**src/rtl/instr_queue_pkg.sv**
```systemverilog
// Shared constants and width helpers for the instruction queue.
package instr_queue_pkg;

  localparam int DATA_W_DEF = 32;
  localparam int DEPTH_DEF  = 4;
  localparam int PTR_W_DEF  = $clog2(DEPTH_DEF);
  localparam int CNT_W_DEF  = PTR_W_DEF + 1;

  function automatic int ptr_width(input int depth);
    return $clog2(depth);
  endfunction

  // One extra bit so a completely full queue (count == DEPTH) is representable.
  function automatic int cnt_width(input int depth);
    return $clog2(depth) + 1;
  endfunction

endpackage

```
**src/rtl/instr_queue_mem.sv**
```systemverilog
// DEPTH x DATA_W register file: one synchronous write port, one asynchronous read port.
module instr_queue_mem #(
  parameter int DATA_W = 32,
  parameter int DEPTH  = 4,
  parameter int PTR_W  = 2
) (
  input  logic              clk,
  input  logic              rst,
  input  logic              wr_en,
  input  logic [PTR_W-1:0]  wr_addr,
  input  logic [DATA_W-1:0] wr_data,
  input  logic [PTR_W-1:0]  rd_addr,
  output logic [DATA_W-1:0] rd_data
);

  logic [DATA_W-1:0] mem [DEPTH];

  // NOTE: the storage is reset deliberately so out_data reads zero after reset;
  // this rules out RAM inference, which is fine at this size.
  always_ff @(posedge clk) begin
    if (rst) begin
      for (int i = 0; i < DEPTH; i++) mem[i] <= '0;
    end else if (wr_en) begin
      mem[wr_addr] <= wr_data;
    end
  end

  assign rd_data = mem[rd_addr];

endmodule

```
**src/rtl/instr_queue.sv**
```systemverilog
// Instruction fetch queue: valid/ready FIFO with flush. Optional empty-queue
// bypass is enabled by defining INSTR_QUEUE_BYPASS_EN.
module instr_queue
  import instr_queue_pkg::*;
#(
  parameter int DATA_W = DATA_W_DEF,
  parameter int DEPTH  = DEPTH_DEF
) (
  input  logic                         clk,
  input  logic                         rst,
  input  logic                         flush,
  input  logic                         in_valid,
  output logic                         in_ready,
  input  logic [DATA_W-1:0]            in_data,
  output logic                         out_valid,
  input  logic                         out_ready,
  output logic [DATA_W-1:0]            out_data,
  output logic [cnt_width(DEPTH)-1:0]  count,
  output logic                         full,
  output logic                         empty
);

  localparam int PTR_W = ptr_width(DEPTH);
  localparam int CNT_W = cnt_width(DEPTH);

  logic [PTR_W-1:0]  wr_ptr, rd_ptr;
  logic [DATA_W-1:0] rd_data;
  logic              push, pop, bypass, store, take;

  assign full     = (count == CNT_W'(DEPTH));
  assign empty    = (count == '0);
  assign in_ready = !full;

  // NOTE: every output of this block gets a default first, so no path leaves
  // a signal unassigned and no latch is inferred.
  always_comb begin
    push      = in_valid && in_ready;
    bypass    = 1'b0;
    out_valid = !empty;
    out_data  = rd_data;
`ifdef INSTR_QUEUE_BYPASS_EN
    bypass = empty && in_valid && !flush;
    if (bypass) begin
      out_valid = 1'b1;
      out_data  = in_data;
    end
`endif
    pop   = out_valid && out_ready;
    // A bypassed word taken in the same cycle never touches storage.
    store = push && !(bypass && out_ready);
    take  = pop && !empty;
  end

  // NOTE: state registers use non-blocking assignments so every register
  // samples pre-edge values regardless of statement order.
  always_ff @(posedge clk) begin
    if (rst || flush) begin
      wr_ptr <= '0;
      rd_ptr <= '0;
      count  <= '0;
    end else begin
      if (store) wr_ptr <= wr_ptr + PTR_W'(1);
      if (take)  rd_ptr <= rd_ptr + PTR_W'(1);
      if (store && !take)      count <= count + CNT_W'(1);
      else if (take && !store) count <= count - CNT_W'(1);
    end
  end

  instr_queue_mem #(
    .DATA_W (DATA_W),
    .DEPTH  (DEPTH),
    .PTR_W  (PTR_W)
  ) u_mem (
    .clk     (clk),
    .rst     (rst),
    .wr_en   (store && !flush),
    .wr_addr (wr_ptr),
    .wr_data (in_data),
    .rd_addr (rd_ptr),
    .rd_data (rd_data)
  );

endmodule

```
**config.mk**
```make
export PLATFORM = sky130hd
export DESIGN_NAME = instr_queue
export DESIGN_NICKNAME = d
export VERILOG_FILES = /design/src/rtl/instr_queue_pkg.sv /design/src/rtl/instr_queue_mem.sv /design/src/rtl/instr_queue.sv
export SDC_FILE = /design/constraint.sdc
export NUM_CORES = 1
export LEC_CHECK = 0
export BUFFER_PORTS_ARGS = -buffer_cell sky130_fd_sc_hd__buf_4
export CAP_MARGIN = 10
export CORE_MARGIN = 3
export CORE_UTILIZATION = 52
export CTS_BUF_LIST = sky130_fd_sc_hd__clkbuf_4 sky130_fd_sc_hd__clkbuf_8 sky130_fd_sc_hd__clkbuf_16
export DETAILED_ROUTE_END_ITERATION = 8
export MAX_ROUTING_LAYER = met4
export PLACE_DENSITY = 0.85
export RECOVER_POWER = 25
export SETUP_SLACK_MARGIN = 0.1
export SYNTH_ARGS = -nofsm -noshare
export SYNTH_HDL_FRONTEND = slang
export SYNTH_SLANG_ARGS = --single-unit
```
**constraint.sdc**
```tcl
create_clock -name clk -period 2.2 [get_ports clk]
set_clock_uncertainty 0.2 [all_clocks]
set_input_delay 0.11 -clock clk [delete_from_list [all_inputs] [get_ports clk]]
set_output_delay 0.11 -clock clk [all_outputs]
set_load 0.01 [all_outputs]
```
==> run_results.csv <==
group,metric,value,unit
sta,maxSlewHeadroom,39.9,%
logic_synthesis,asyncSetResetFlopFracSynth,0,%
worst_setup_path,critical_path_maximum_fanout,9,
sta,layout_worst_path_cycle_share,96.6,%
final_layout,layout_commonest_cell,"edfxtp_1",
flow_run,maxCapViolCount,0,
floorplanning,floorplan.die.width,113,um
sta,timing_worst_slew_pin_value,0.901,ns
cts,clk_transition_reported_paths,0.05,ns
worst_setup_path,crit_path_max_incr_delay,0.57,ns
route,first_pass_iters,4,
global_routing,grt_pass1_vias,3881,
route,finalWirelength,13400,um
logic_synthesis,synth.area.mux_share,12.2,%
cts,numClockSinks,137,
final_layout,finalNetCount,536,
cts,clk_path_buf_depth,2,
logic_synthesis,combinational_family_with_the_most_area_after_synthesis,"simple AND/OR/NAND/NOR gates",
global_routing,maximum_number_of_pins_on_one_net_before_global_route_repair,34,
logic_synthesis,synth-adder-area-share,0.545,%
power,p_leak,2.98,nW
worst_setup_path,ordered_cell_list_for_the_critical_path,"clkbuf_4, mux4_2, buf_4",
sta,final_period_minus_worst_setup_slack,2.13,ns
cts,cts-root-buf,"clkbuf_16",
route,viasPerCell,5.54,
cts,htree_num_levels,4,
global_routing,antenna_found_initial,0,
worst_setup_path,timing.critical_path.slowest_stage_cell,"mux4_2",
final_layout,drive_above_1_share,34.1,%
floorplanning,floorplan.initialDensity,54.1,%
logic_synthesis,ys_types,30,
cts,clock_latency,0.42,ns
placed_design,dp_hpwl,7290,um
logic_synthesis,synth_cells,359,
worst_setup_path,crit_required,1.89,ns
hold_path,hold_path.class,"input port to flop",
global_routing,first_pass_grt_wire_length,21300,um
worst_setup_path,cpLargestDelayFamily,"multiplexers",
logic_synthesis,number_of_enable_type_register_cells_in_the_synthesized_netlist,128,
sta,hold_violations,0,
final_layout,diodes,0,
cts,tritoncts.num_buffers,17,
floorplanning,fp.coreArea,0.0110,mm2
worst_setup_path,path_buf_inv,2,
placed_design,gp_routability_congestion,0.784,
logic_synthesis,synth_simple_gate_area_share,16.5,%
sta,achievable-frequency,470,MHz
logic_synthesis,yosysWarningCount,0,
logic_synthesis,synth_area_per_cell,16.6,um2
logic_synthesis,compound_cell_area_share_of_the_yosys_netlist,0.902,%
logic_synthesis,syn_area,0.00597,mm2
floorplanning,fp.dieH,113,um
cts,tritoncts,"yes",
final_layout,flow.area_growth_from_synthesis,30.7,%
logic_synthesis,synth_sequential_area_ratio,67.4,%
placed_design,place.port_buffers,75,
floorplanning,placementRows,38,
logic_synthesis,synth_fp_nets,398,
worst_setup_path,startpoint_type,"flop",
logic_synthesis,ys_dominant_reg_cell,"edfxtp_1",
floorplanning,io-pin-count,76,
power,power_per_cell_area,818,mW/mm2
floorplanning,die-area,0.0128,mm2
route,total_vias_in_the_final_route,3600,
route,route.detailed.drc,0,
outcome,outcome,"finished clean",
sta,grt_setup_unrepaired,"yes",
power,power,6.38,mW
route,detail-route-antenna-nets,0,
global_routing,track_usage,23.1,%
worst_setup_path,setup.worst_path.class,"flop to output port",
worst_setup_path,critPathArrivalTime,1.82,ns
route,wl_per_cell,20.5,um
route,first_iter_violations,243,
sta,whs,0.132,ns
global_routing,gr-total-overflow,0,
worst_setup_path,worst_setup_path_end_kind,"output port",
sta,timing_max_transition_violations_final,0,
logic_synthesis,synth-seq-cells,137,
power,irDropWorstVdd,0.525,mV
final_layout,highest_count_cells_in_the_layout_ignoring_fill_and_taps,"edfxtp_1, and2_1, buf_4",
logic_synthesis,yosys.area_share.xor_xnor,0.587,%
sta,setup-violations-final,0,
kinds of logic after synthesis:
family,after synthesis
xor gates and xnor gates,4
and+or+nand+nor,150
adders and majority gates,2
AOI/OAI and AO/OA,8
buffers and inverters,25
muxes,33
DFF,137
area by class of cell:
type,instances,area [um2]
flip-flops and latches,137,4040
fillers,671,3230
multi-input cells,197,1850
repair buffers,139,1160
clock buffers,21,455
well taps,140,175
clock inverters,11,105
inverters,5,18.8
state kept, by name, indices dropped and copies added (netlist names), named ones only:
signal,count
wr_ptr,2
rd_ptr,2
u_mem.mem,128
count,3
stage by stage:
step	instance area (um2)	util [%]	TNS (ns)	std cells	setup slack, ns
floorplan	5980	-	-0.00941	359	-0.00941
global placement	6850	62.1	0	578	0.0662
detailed placement	6850	62.1	-0.000342	578	-0.000342
CTS	7810	70.8	0	648	0.0842
global route	7800	70.7	-0.00133	650	-0.00133
finish	7800	70.7	0	650	0.0744
what timing repair did:
item,in CTS,in global routing
setup endpoints to repair,1,59
hold buffers,37,0
gates cloned,0,1
endpoints found under the hold margin,132,0
gates resized for setup,5,5
pin swaps,3,1
setup buffers,1,1
cells in the mapped netlist, types with 2 or more instances:
cell	count	share of area, %
buf_2	4	0.34
inv_1	5	0.31
or3_1	3	0.31
a21oi_1	2	0.17
and2_1	128	13
nor2_1	7	0.44
o21ai_0	2	0.17
edfxtp_1	128	64
clkbuf_2	6	0.50
clkbuf_1	9	0.57
nor4_4	2	0.71
or2_2	3	0.31
mux4_2	32	12
xor2_1	4	0.59
dfxtp_1	9	3.0
worst min-delay path, cell delays in order:
cell and delay [ns]:
buf_4 0.09, inv_1 0.05, nor2_2 0.11, ha_2 0.22
xor2_1 0.08, nor2_1 0.07
metal layers:
| metal | wire length, um | track usage, % |
|---|---|---|
| met5 | 0 | - |
| met1 | 4990 | 28.9 |
| met3 | 1020 | 5.24 |
| met2 | 6900 | 36.0 |
| met4 | 446 | 11.5 |
path summary, 6_finish.rpt:
kind | startpoint | to | slack [ns] | cells after the start
hold / removal | in_valid | count[0] | 0.13 | 6
setup reg to reg | count[0] | count[2] | 0.11 | 9
hold reg to reg | rd_ptr[1] | flop | 0.36 | 2
setup / recovery | flop | out_data[18] | 0.07 | 3
where the power goes:
| part | internal, mW | leakage, nW | total [mW] | switching, mW |
|---|---|---|---|---|
| logic | 0.343 | 1.30 | 0.651 | 0.308 |
| registers | 2.98 | 1.40 | 3.03 | 0.0515 |
| clock network | 1.69 | 0.274 | 2.70 | 1.01 |
| total | 5.01 | 2.98 | 6.38 | 1.37 |
Note: power is estimated with default switching activity, not from simulation.
